## src/rtl/generador_excitacion_jk.sv

```systemverilog
// generador_excitacion_jk: programmable JK excitation generator.
// A sequence of up to DEPTH states is loaded into a small table. Each step
// request then drives a one-cycle J/K pulse that moves the external JK
// flip-flop bank from its fed-back Q to the next table entry.
// Optional feature macro: GEN_JK_CHECK_EN adds a CHECK state that compares
// the bank's Q against the target and raises a sticky ERR on mismatch.

// Minimal excitation for one flip-flop: set when 0->1, reset when 1->0.
module generador_excitacion_jk_lane (
    input  logic q_i,
    input  logic t_i,
    output logic j_o,
    output logic k_o
);
    assign j_o = ~q_i & t_i;
    assign k_o = q_i & ~t_i;
endmodule

module generador_excitacion_jk #(
    parameter int N     = 4,
    parameter int DEPTH = 8,
    parameter int AW    = $clog2(DEPTH)
) (
    input  logic          c_i,
    input  logic          r_i,
    input  logic          load_i,
    input  logic [N-1:0]  ld_data_i,
    input  logic          ld_last_i,
    output logic          ld_ready_o,
    input  logic          en_i,
    input  logic [N-1:0]  q_i,
    output logic [N-1:0]  j_o,
    output logic [N-1:0]  k_o,
    output logic [AW-1:0] idx_o,
    output logic          valid_o,
    output logic          busy_o,
    output logic          err_o
);
    typedef enum logic [1:0] {S_LOAD, S_WAIT, S_PULSE, S_CHECK} state_t;

    state_t         state_q, state_d;
    logic [N-1:0]   tbl_q [DEPTH];
    logic [AW-1:0]  wp_q, wp_d;
    logic [AW-1:0]  last_q, last_d;     // index of final entry (length-1)
    logic [AW-1:0]  idx_q, idx_d;
    logic [N-1:0]   j_q, j_d, k_q, k_d;
    logic           err_q, err_d;
    logic [N-1:0]   tgt, jx, kx;
    logic           wr_en, load_done, step;

    assign wr_en     = (state_q == S_LOAD) && load_i;
    assign load_done = wr_en && (ld_last_i || (wp_q == AW'(DEPTH - 1)));
    assign step      = (state_q == S_WAIT) && en_i;

    // Per-bit excitation against the entry that becomes current at this edge
    genvar b;
    generate
        for (b = 0; b < N; b++) begin : g_lane
            generador_excitacion_jk_lane u_lane (
                .q_i (q_i[b]),
                .t_i (tgt[b]),
                .j_o (jx[b]),
                .k_o (kx[b])
            );
        end
    endgenerate

    // State register
    always_ff @(posedge c_i) begin
        if (r_i) state_q <= S_LOAD;
        else     state_q <= state_d;
    end

    // Next-state logic
    always_comb begin
        state_d = state_q;
        case (state_q)
            S_LOAD:  if (load_done) state_d = S_PULSE;
            S_WAIT:  if (en_i)      state_d = S_PULSE;
`ifdef GEN_JK_CHECK_EN
            S_PULSE: state_d = S_CHECK;
`else
            S_PULSE: state_d = S_WAIT;
`endif
            S_CHECK: state_d = S_WAIT;
            default: state_d = S_LOAD;
        endcase
    end

    // Status outputs decoded from the current state
    always_comb begin
        ld_ready_o = (state_q == S_LOAD);
        valid_o    = (state_q != S_LOAD);
        busy_o     = (state_q == S_PULSE) || (state_q == S_CHECK);
    end

    // Datapath next values: pointers, target index, excitation, error flag
    always_comb begin
        wp_d   = wr_en ? wp_q + 1'b1 : wp_q;
        last_d = load_done ? wp_q : last_q;
        idx_d  = idx_q;
        if (load_done)
            idx_d = '0;
        else if (step)
            idx_d = (idx_q == last_q) ? '0 : idx_q + 1'b1;
        // The final entry is written at the same edge the sync pulse is
        // launched, so bypass the table when it is the target.
        tgt = (wr_en && (idx_d == wp_q)) ? ld_data_i : tbl_q[idx_d];
        j_d = (load_done || step) ? jx : '0;
        k_d = (load_done || step) ? kx : '0;
`ifdef GEN_JK_CHECK_EN
        err_d = err_q || ((state_q == S_CHECK) && (q_i != tbl_q[idx_q]));
`else
        err_d = 1'b0;
`endif
    end

    // Control and output registers
    always_ff @(posedge c_i) begin
        if (r_i) begin
            wp_q   <= '0;
            last_q <= '0;
            idx_q  <= '0;
            j_q    <= '0;
            k_q    <= '0;
            err_q  <= 1'b0;
        end else begin
            wp_q   <= wp_d;
            last_q <= last_d;
            idx_q  <= idx_d;
            j_q    <= j_d;
            k_q    <= k_d;
            err_q  <= err_d;
        end
    end

    // Sequence table, only writable while loading; contents survive reset
    always_ff @(posedge c_i) begin
        if (!r_i && wr_en) tbl_q[wp_q] <= ld_data_i;
    end

    assign j_o   = j_q;
    assign k_o   = k_q;
    assign idx_o = idx_q;
    assign err_o = err_q;
endmodule

```

## config.mk

```make
export PLATFORM = sky130hd
export DESIGN_NAME = generador_excitacion_jk
export DESIGN_NICKNAME = d
export VERILOG_FILES = /design/src/rtl/generador_excitacion_jk.sv
export SDC_FILE = /design/constraint.sdc
export NUM_CORES = 1
export LEC_CHECK = 0
export ABC_AREA = 0
export CORE_ASPECT_RATIO = 1.2
export CORE_MARGIN = 2
export CORE_UTILIZATION = 35
export DETAILED_ROUTE_END_ITERATION = 16
export PLACE_DENSITY = 0.66
export SLEW_MARGIN = 25
export SYNTH_ARGS = -nofsm -noshare
export SYNTH_HDL_FRONTEND = slang
export SYNTH_SLANG_ARGS = --single-unit
```

## constraint.sdc

```tcl
create_clock -name c_i -period 2.85 [get_ports c_i]
set_input_delay 0.57 -clock c_i [delete_from_list [all_inputs] [get_ports c_i]]
set_output_delay 0.57 -clock c_i [all_outputs]
set_load 0.01 [all_outputs]
```

* Yosys cells after proc, flatten, opt, wreduce, memory -nomap -nowiden *
Memories as Yosys holds them, arrays and structs flattened.
Cells that the tools add are included.

word-level totals
  register bits = 19
  memory bits (writable) = 32
  word-level logic and storage cells = 57
  memories = 1

memory list
  memory  depth  bits a word  rd ports  clocked after memory_dff  wr ports  line  text
  tbl_q   8      4            1         0                         1         42    logic [N-1:0] tbl_q [DEPTH];

operators by class
  add/sub/neg operators = 2
  eq/ne operators = 8
  muxes and demuxes = 9
  bitwise operators = 17
  reductions and logical operators = 14

operator list
  operator                                                                 number
  3-bit 2-to-1 mux                                                         3
  1-bit NOT                                                                9
  1-bit bitwise AND                                                        8
  3-bit by 1-bit adder with 3-bit output, second input constant            2
  3-bit equality test                                                      2
  2-bit one-hot mux with 3 select lines                                    1
  1-bit logical AND                                                        5
  2-bit equality test, second input constant                               2
  2-bit 2-to-1 mux                                                         2
  4-bit 2-to-1 mux                                                         1
  2-bit OR reduction                                                       2
  3-bit equality test, second input constant                               1
  1-bit logical OR                                                         3
  2-bit by 1-bit equality test with 1-bit output, second input constant    1
  2-bit logical NOT                                                        1
  1-bit 2-to-1 mux                                                         2
  2-bit by 1-bit inequality test with 1-bit output, second input constant  1
  2-bit inequality test, second input constant                             1
  2-bit AND reduction                                                      1
  2-bit nonzero test                                                       1
  1-bit logical NOT                                                        1

* Longest topological paths before layout *
Gate-level depths: netlist of run 1.

  word-level depth = 9
  gate-level depth with buffers = 10

* Cells and area by module *
Synthesis of run 1 repeated with hierarchy kept, for this count alone.

second synthesis, totals
  cell total of the unflattened synthesis = 215
  area, all modules = 2404.8 µm²

by module, submodules not included
  module                        times used  cells an instance  area each (µm²)  sequential area each (µm²)
  generador_excitacion_jk       1           207                2344.7           1341.3
  generador_excitacion_jk_lane  4           2                  15.0             0.0

* Worst setup path after synthesis of run 1 *
OpenSTA, ideal clock, no wires.

  path kind = register to register
  start point = reg idx_q[0], in the netlist idx_o[0]
  end point = reg j_q[0], in the netlist j_o[0]
  library setup time = 0.117 ns
  arrival time = 2.196 ns
  slack = 0.537 ns
  stages on the path, launching flop included = 9
  buffers on the path = 0
  period minus slack after synthesis = 2.313 ns
  cell sequence = dfxtp_1 > ha_1 > and4b_1 > a21oi_1 > nor3_2 > a32o_1 > a221oi_1 > o31ai_2 > nor3b_2

between the ends
  cells in the longest elaborated chain, start to end = 8

RTL lines
  what                                                                           line  text
  start: declaration                                                             45    logic [AW-1:0] idx_q, idx_d;
  start signal: assignment                                                       130   idx_q <= idx_d;
  3-bit by 1-bit adder with 3-bit output or 3-bit equality test (tied branches)  105   idx_d = (idx_q == last_q) ? '0 : idx_q + 1'b1;
  3-bit 2-to-1 mux                                                               105
  3-bit 2-to-1 mux *                                                             104   else if (step)
  3-bit 2-to-1 mux *                                                             102   if (load_done)
  parallel branches: the longest is 2 deep, another holds memory 8 x 4 bit       --
  4-bit 2-to-1 mux *                                                             108   tgt = (wr_en && (idx_d == wp_q)) ? ld_data_i : tbl_q[idx_d];
  1-bit bitwise AND *                                                            15    assign j_o = ~q_i & t_i;
  end signal: assignment                                                         131   j_q <= j_d;
  end: declaration                                                               46    logic [N-1:0] j_q, j_d, k_q, k_d;

Mark *: on every way between the ends.
A chain may end at the register's enable or synchronous reset.

* Worst setup path in the final report of run 1 *
  start point = reg idx_q[1], in the netlist idx_o[1]
  end point = reg j_q[2], in the netlist j_o[2]

Same word-level chain as after synthesis.

==> flow_summary.ini, run 1 <==
[timing]
setup-tns-final_ns = 0
rsz0062_at_grt = no
fmax_ghz = 0.376
worst_pin_slew_ns = 0.617
final-max-slew-violation-count = 0
finClkSkew_ns = 0.00633
fin_crit_sh_pct = 93.3
finalCriticalPeriod_ns = 2.66
finalHoldViolations = 0
max_slew_margin_pct = 58.6
setup_viol_count_final = 0
fin_hold_ws_ns = 0.529

[job]
max-cap-violations = 0

[status]
run_status = completed

[logic_synthesis]
synthFlopType = edfxtp_1
synth_edf_count = 32
syn-mean-instance-area_sq_um = 10.9
ys_seq_area_share_pct = 50.6
ys_ff_latch = 51
synthArstFlopShare_pct = 0
syn_area_sq_um = 2650
synth_cell_type_count = 60
yosys_warnings = 0
netlist_instances = 243
mappedNetlistNets = 259

[clocking]
cts_sinks = 51
cts_tree = done
htree_num_levels = 2
cts_buffers = 5
hold_buffers = 0
post_cts_buffers = 0
clk_latency_ns = 0.31
cts.repair.resized = 0
clkSlewWorstSetupHoldPaths_ns = 0.09
clk_path_buf_depth = 2
cts-root-buf = clkbuf_8

[cells_and_area]
regArea_sq_um = 1340
mostFrequentLayoutCell = edfxtp_1
postLayoutCoreUtil_pct = 44.9
fin_nets = 305
diodes = 0
drive_gt1_share_pct = 22.4
fillers = 689
area_growth_pct = 23.2
final_cell_mix = 32 x edfxtp_1, 28 x nor2_1, 28 x nand2_1
multi_input_area_sq_um = 1220
final_cells = 380

[placement]
place_congestion = 0.966
dp_hpwl_um = 4840
port_buffers = 26
dp.cells = 372

[floorplan]
top_level_ports = 28
core.rowCount = 34
start_util_pct = 36.4
core-area_sq_um = 7270
die_w_um = 83.4
fp.dieArea_sq_um = 8280
die_y_um = 99.3

[critical_path]
crit_path_end = j_o[2]
cp-start-kind = flip-flop
cp_slowest_cell = dfxtp_1
critical_path.cell_chain = ha_1, and4b_1, a21o_1, nand3_1, a21oi_1, a311oi_1, buf_4, o31ai_2, nor3b_2
critPathMaxStageDelay_ns = 0.61
arrival_ns = 2.87
end_kind = flip-flop
crit_fanout = 9
required_ns = 3.06
crit_start = idx_o[1]
criticalPathCategory = flip-flop to flip-flop
timing.rr.end = j_o[2]
rrSetupSlack_ns = 0.19
reg2reg_from = idx_o[1]
r2r_cells = 9

[drt]
postRouteAntennaNets = 0
first_pass_iters = 4
dr.first_iter.drc_count = 156
viasPerCell = 5.41
routedWlPerCell_um = 16.6
postRouteWirelength_um = 6320
wl_met3_um = 430
top_layer = met4
wl_met1_um = 2520
via_count = 2057
drc = 0
met2_length_um = 3140

[hold_path]
min_path_cells = 2
hold_path.class = flip-flop to flip-flop
min-delay-start = last_q[2]

[pwr]
leakagePower_nw = 1.16
vdd_drop_max_mv = 0.219
cellPowerDensity_nw_per_um2 = 461
total_power_mw = 1.50

[global_routing]
grt_pass1_wl_um = 10300
antenna_found_initial = 0
grt_pass1_vias = 2115
grt_overflow_total = 0
grt_use_total_pct = 15.7
grt_start_max_net_pins = 23
==> how the worst min path moves through the flow <==
stage / endpoint / slack [ns]
after detailed placement: last_q[2] / 0.52
after floorplan: last_q[0] / 0.50
after global placement: last_q[1] / 0.51
final: last_q[2] / 0.53
after global routing: last_q[2] / 0.56
after CTS: last_q[2] / 0.53
==> cell type report <==
cell class              instances  area share, %
clock inverters                 3           1.30
repair buffers                 52           14.3
multi-input cells             175           37.3
inverters                       4          0.460
flip-flops and latches         51           41.1
well taps                      90           3.45
clock buffers                   5           2.11
==> where the power goes <==
| group | internal, mW | switching [mW] |
|---|---|---|
| Sequential | 0.798 | 0.00833 |
| Combinational | 0.0943 | 0.100 |
| Clock | 0.262 | 0.241 |
| Total | 1.15 | 0.349 |
==> per-stage QoR <==
step,area [sq um],setup WS [ns]
2_1_floorplan,2650,0.537
3_3_place_gp,3150,-0.0351
3_5_place_dp,3150,-0.0964
4_1_cts,3260,0.226
5_1_grt,3260,0.0236
6_report,3260,0.191
==> cells by family (layout without fill, tap and decap cells) <==
| logic type | Yosys count | count (layout) | synth area share [%] |
|---|---|---|---|
| mux | 6 | 6 | 2.55 |
| flops | 51 | 51 | 50.6 |
| buf+inv | 17 | 64 | 3.45 |
| xor+xnor | 9 | 9 | 3.83 |
| compound gates | 52 | 52 | 15.4 |
| other cells | 1 | 1 | 0.142 |
| fa+ha+maj | 3 | 3 | 1.42 |
| simple gates | 104 | 104 | 22.5 |
==> cell usage after synthesis, types with 2 or more instances <==
cell type	n	area [sq um]
nand2_1	28	105
buf_4	3	22.5
mux2_2	6	67.6
nor4_1	4	25.0
ha_1	3	37.5
a311oi_1	3	26.3
o21ai_1	2	10.0
o221ai_1	3	26.3
a22oi_1	3	22.5
o31ai_2	4	50.1
xor2_2	3	48.8
nor3b_2	4	50.1
a21oi_1	19	95.1
dfxtp_1	19	380
o2bb2ai_1	3	26.3
edfxtp_1	32	961
nor3_1	8	40.0
and2_4	2	17.5
nand3_1	6	30.0
and3_1	3	18.8
inv_1	4	15.0
nor2_1	28	105
nor3b_1	2	15.0
clkbuf_1	7	26.3
a21o_1	2	15.0
nand4_1	2	12.5
xnor2_1	5	43.8
buf_6	2	22.5
nor4_2	2	25.0
==> sequential cells by signal (all words and copies together) (netlist names) <==
signal   cells
state_q      2
idx_o        3
last_q       3
k_o          4
wp_q         3
tbl_q       32
j_o          4
==> worst max-delay path: cells and delay by family (launching register included) <==
| family | cells | cell delay, ns |
|---|---|---|
| compound gates | 4 | 0.74 |
| fa+ha+maj | 1 | 0.38 |
| buf+inv | 1 | 0.18 |
| flops | 1 | 0.61 |
| simple gates | 3 | 0.65 |
==> metal layers <==
layer / vias to the layer above / track usage (%)
met5: - / 0
met4: 0 / 7.82
met3: 16 / 2.82
met2: 85 / 28.4
met1: 957 / 17.9
li1: 999 / -
Note: power is estimated with default switching activity, not from simulation.
==> run 2, diff against run 1 <==
--- a/config.mk
+++ b/config.mk
@@ -9,8 +9,10 @@
 export CORE_ASPECT_RATIO = 1.2
 export CORE_MARGIN = 2
 export CORE_UTILIZATION = 35
+export CTS_BUF_LIST = sky130_fd_sc_hd__clkbuf_16
 export DETAILED_ROUTE_END_ITERATION = 16
-export PLACE_DENSITY = 0.66
+export DONT_BUFFER_PORTS = 1
+export PLACE_DENSITY = 0.61
 export SLEW_MARGIN = 25
 export SYNTH_ARGS = -nofsm -noshare
 export SYNTH_HDL_FRONTEND = slang
==> run 2 against run 1 <==
Sequential share of layout area increased by 4.3 points. Sequential cell count stayed put. Sequential power hardly changed. Core utilization fell by 4.3 points. Critical path type unchanged. Count of clock-buffer cells in the layout stayed put. Register-to-register slack improved by 0.07 ns. Cell area fell by 9.5%. Worst setup slack improved by 0.070 ns. Wire length is 4.1% lower. Hold slack got worse by 0.19 ns. Clock skew is 0.0017 ns lower. Power up 7.7%.
==> flow_summary.ini, run 2 (synthesis results as in run 1) <==
[status]
run_status = completed

[cells_and_area]
mostFrequentLayoutCell = edfxtp_1
drive_gt1_share_pct = 21.1
top_register = tbl_q
largest_reg_flops = 32
diodes = 0
area_growth_pct = 11.5
final_cell_mix = 32 x edfxtp_1, 28 x nor2_1, 28 x nand2_1
regArea_sq_um = 1340
fillers = 694
fin_nets = 266
multi_input_area_sq_um = 1220

[critical_path]
required_ns = 3.04
critPathMaxStageDelay_ns = 0.59
arrival_ns = 2.77
r2r_cells = 9
critical_path.cell_chain = ha_1, ha_1, or2_1, and2_4, or4_1, a22oi_1, and3_1, o31ai_2, nor3b_2
cp_slowest_cell = or4_1
end_kind = flip-flop
cp-start-kind = flip-flop
path_common_cell = ha_1
criticalPathCategory = flip-flop to flip-flop
crit_fanout = 13

[drt]
drc = 0
dr.first_iter.drc_count = 220
routedWlPerCell_um = 17.8
viasPerCell = 5.59
postRouteWirelength_um = 6060
postRouteAntennaNets = 0
via_count = 1905
first_pass_iters = 4

[clocking]
clkSlewWorstSetupHoldPaths_ns = 0.07
clk_latency_ns = 0.29
cts_buffers = 5
cts-root-buf = clkbuf_16
hold_buffers = 0
cts_sinks = 51
htree_num_levels = 2
post_cts_buffers = 0
clk_path_buf_depth = 2
cts_tree = done
cts.repair.resized = 0

[global_routing]
grt_overflow_total = 0
grt_start_max_net_pins = 25
grt_use_total_pct = 15.1
grt_pass1_vias = 1869
antenna_found_initial = 0
grt_pass1_wl_um = 9690

[timing]
finalHoldViolations = 0
fmax_ghz = 0.386
rsz0062_at_grt = no
fin_crit_sh_pct = 90.8
finClkSkew_ns = 0.00463
fin_ws_ns = 0.262
final-max-slew-violation-count = 0
setup_viol_count_final = 0
finalCriticalPeriod_ns = 2.59
setup-tns-final_ns = 0
worst_pin_slew_ns = 0.576
max_slew_margin_pct = 61.3

[pwr]
leakagePower_nw = 1.02
cellPowerDensity_nw_per_um2 = 548
vdd_drop_max_mv = 0.254

[floorplan]
core-area_sq_um = 7270
die_w_um = 83.4
core.rowCount = 34
fp.dieArea_sq_um = 8280
die_y_um = 99.3
start_util_pct = 36.4
top_level_ports = 28

[placement]
place_congestion = 0.888
dp_hpwl_um = 4620
place_ws_ns = 0.308
port_buffers = 0

[job]
max-cap-violations = 0

[hold_path]
hold_path.class = primary input to flip-flop
min_path_cells = 1
## run 2: cell types whose count changed in the layout (fill, tap and decap cells not counted)
cell and delta:
buf_12 -1, buf_4 -12, clkbuf_16 +5, clkbuf_8 -5, clkdlybuf4s50_1 -26, clkinv_1 -1
clkinvlp_4 +1
## run 2: final timing paths
check	from	end	slack (ns)
setup / recovery	wp_q[0]	j_o[1]	0.26
hold / removal	q_i[0]	j_o[0]	0.34
setup reg to reg	wp_q[0]	j_o[1]	0.26
hold reg to reg	last_q[0]	last_q[0]	0.53
## run 2: where the power goes
part	internal [mW]	total (mW)	switching, mW
clock network	0.417	0.680	0.263
logic	0.0549	0.130	0.0750
registers	0.799	0.810	0.0107
## run 2: critical path, delay by kind of cell, from the launching register on
kind / cells / cell delay (ns)
compound gates: 2 / 0.30
flops: 1 / 0.31
simple gates: 5 / 1.49
fa+ha+maj: 2 / 0.37
## run 2: layout make-up
class                           instances  share of cell area, %
Clock buffer                            5                   4.24
Clock inverter                          3                   1.57
Inverter                                4                  0.508
Multi-Input combinational cell        175                   41.2
Sequential cell                        51                   45.4
Tap cell                               90                   3.81
Timing Repair Buffer                   13                   3.30
## run 2: layer usage
metal  GRT usage [%]  share of wire (%)
met2            24.3                 48
met5               0                  0
met3            2.90                6.3
met1            18.3                 41
met4            10.8                5.1
## run 2: per-stage QoR
stage / power, mW / area (sq um) / instances / hold slack [ns] / utilization, %
after floorplan: 0.933 / 2650 / 243 / 0.496 / -
after global placement: 0.954 / 2780 / 333 / 0.513 / 38.3
after detailed placement: 0.955 / 2780 / 333 / 0.516 / 38.3
after CTS: 1.64 / 2950 / 341 / 0.332 / 40.6
after global routing: 1.67 / 2950 / 341 / 0.333 / 40.6
final: 1.62 / 2950 / 341 / 0.337 / 40.6
==> run 3, diff against run 2 <==
--- a/config.mk
+++ b/config.mk
@@ -9,7 +9,6 @@
 export CORE_ASPECT_RATIO = 1.2
 export CORE_MARGIN = 2
 export CORE_UTILIZATION = 35
-export CTS_BUF_LIST = sky130_fd_sc_hd__clkbuf_16
 export DETAILED_ROUTE_END_ITERATION = 16
 export DONT_BUFFER_PORTS = 1
 export PLACE_DENSITY = 0.61
==> run 3 against run 2 <==
Count of clock-buffer cells in the layout did not move. Critical path type unchanged. Largest power group unchanged. Sequential power about the same. Register-to-register slack is essentially flat. Non-clock buffer count unchanged. Core utilization decreased by 0.77 points. Sequential cell count unchanged. Highest routed layer unchanged. Critical path depth unchanged. Power shrank 11%. Die area is the same.
==> flow_summary.ini, run 3 (synthesis results as in run 1) <==
[timing]
finalCriticalPeriod_ns = 2.59
fmax_ghz = 0.386
worst_pin_slew_ns = 0.577
max_slew_margin_pct = 61.3
final-max-slew-violation-count = 0
rsz0062_at_grt = no
setup-tns-final_ns = 0
setup_viol_count_final = 0
finClkSkew_ns = 0.00683
fin_crit_sh_pct = 90.9
finalHoldViolations = 0

[drt]
postRouteAntennaNets = 0
drc = 0
dr.first_iter.drc_count = 177
routedWlPerCell_um = 17.7
postRouteWirelength_um = 6030
viasPerCell = 5.57
first_pass_iters = 4
via_count = 1900

[cells_and_area]
postLayoutCoreUtil_pct = 39.8
final_cell_mix = 32 x edfxtp_1, 28 x nor2_1, 28 x nand2_1
largest_reg_flops = 32
diodes = 0
mostFrequentLayoutCell = edfxtp_1
drive_gt1_share_pct = 21.1
final_cells = 341
fin_nets = 266
top_register = tbl_q
area_growth_pct = 9.40

[global_routing]
grt_pass1_vias = 1898
grt_use_total_pct = 15.0
antenna_found_initial = 0
grt_pass1_wl_um = 9700
grt_overflow_total = 0
grt_start_max_net_pins = 25

[floorplan]
core.rowCount = 34
die_w_um = 83.4
fp.dieArea_sq_um = 8280
core-area_sq_um = 7270
top_level_ports = 28
die_y_um = 99.3
start_util_pct = 36.4

[placement]
dp_hpwl_um = 4620
port_buffers = 0
dp.cells = 333
place_congestion = 0.888

[critical_path]
cp-start-kind = flip-flop
r2r_cells = 9
crit_fanout = 13
criticalPathCategory = flip-flop to flip-flop
end_kind = flip-flop
arrival_ns = 2.79
required_ns = 3.05

[clocking]
clk_path_buf_depth = 2
hold_buffers = 0
cts.repair.resized = 0
cts-root-buf = clkbuf_8
cts_tree = done
clkSlewWorstSetupHoldPaths_ns = 0.09
cts_buffers = 5
post_cts_buffers = 0
clk_latency_ns = 0.30
htree_num_levels = 2
cts_sinks = 51

[pwr]
cellPowerDensity_nw_per_um2 = 498
vdd_drop_max_mv = 0.242
leakagePower_nw = 0.995

[status]
run_status = completed

[job]
max-cap-violations = 0

[hold_path]
hold_path.class = primary input to flip-flop
min_path_cells = 1
## run 3: cell counts in the layout (fill, tap and decap cells not counted)
No cell type changed its count.
## run 3: area by class of cell
| cell class | instances | area, sq um |
|---|---|---|
| clock buffer | 5 | 68.8 |
| clock inverter | 3 | 46.3 |
| fill | 699 | 4380 |
| inverter | 4 | 15.0 |
| multi-input combinational | 175 | 1220 |
| sequential | 51 | 1340 |
| tap | 90 | 113 |
| timing repair buffer | 13 | 97.6 |
## run 3: worst paths after layout
check                           startpoint   endpoint  slack, ns
worst max register to register     wp_q[0]     j_o[1]       0.26
worst min register to register   last_q[0]  last_q[0]       0.53
worst min-delay path                q_i[0]     j_o[0]       0.32
worst max-delay path               wp_q[0]     j_o[1]       0.26
## run 3: critical path, stage by stage (launching register included)
cell	delay, ns
dfxtp_1	0.32
ha_1	0.19
ha_1	0.18
or2_1	0.30
and2_4	0.25
or4_1	0.59
a22oi_1	0.23
and3_1	0.20
o31ai_2	0.07
nor3b_2	0.15
## run 3: per-stage QoR
| step | worst slack [ns] | power, mW | hold WS, ns | instance area, sq um |
|---|---|---|---|---|
| floorplan | 0.537 | 0.933 | 0.496 | 2650 |
| global placement | 0.309 | 0.954 | 0.513 | 2780 |
| detailed placement | 0.308 | 0.955 | 0.516 | 2780 |
| CTS | 0.282 | 1.46 | 0.310 | 2900 |
| global route | 0.179 | 1.49 | 0.310 | 2900 |
| finish | 0.258 | 1.44 | 0.321 | 2900 |
## run 3: report_power, final
| group | internal (mW) | switching (mW) |
|---|---|---|
| Sequential | 0.798 | 0.0106 |
| Clock | 0.264 | 0.240 |
| Combinational | 0.0549 | 0.0749 |
## run 3: routing by layer
metal / GRT usage [%] / vias up / part of all wire [%]
met5: 0 / - / 0
li1: - / 913 / -
met3: 2.99 / 18 / 7.4
met1: 18.0 / 879 / 40
met4: 8.81 / 0 / 3.9
met2: 25.2 / 90 / 49
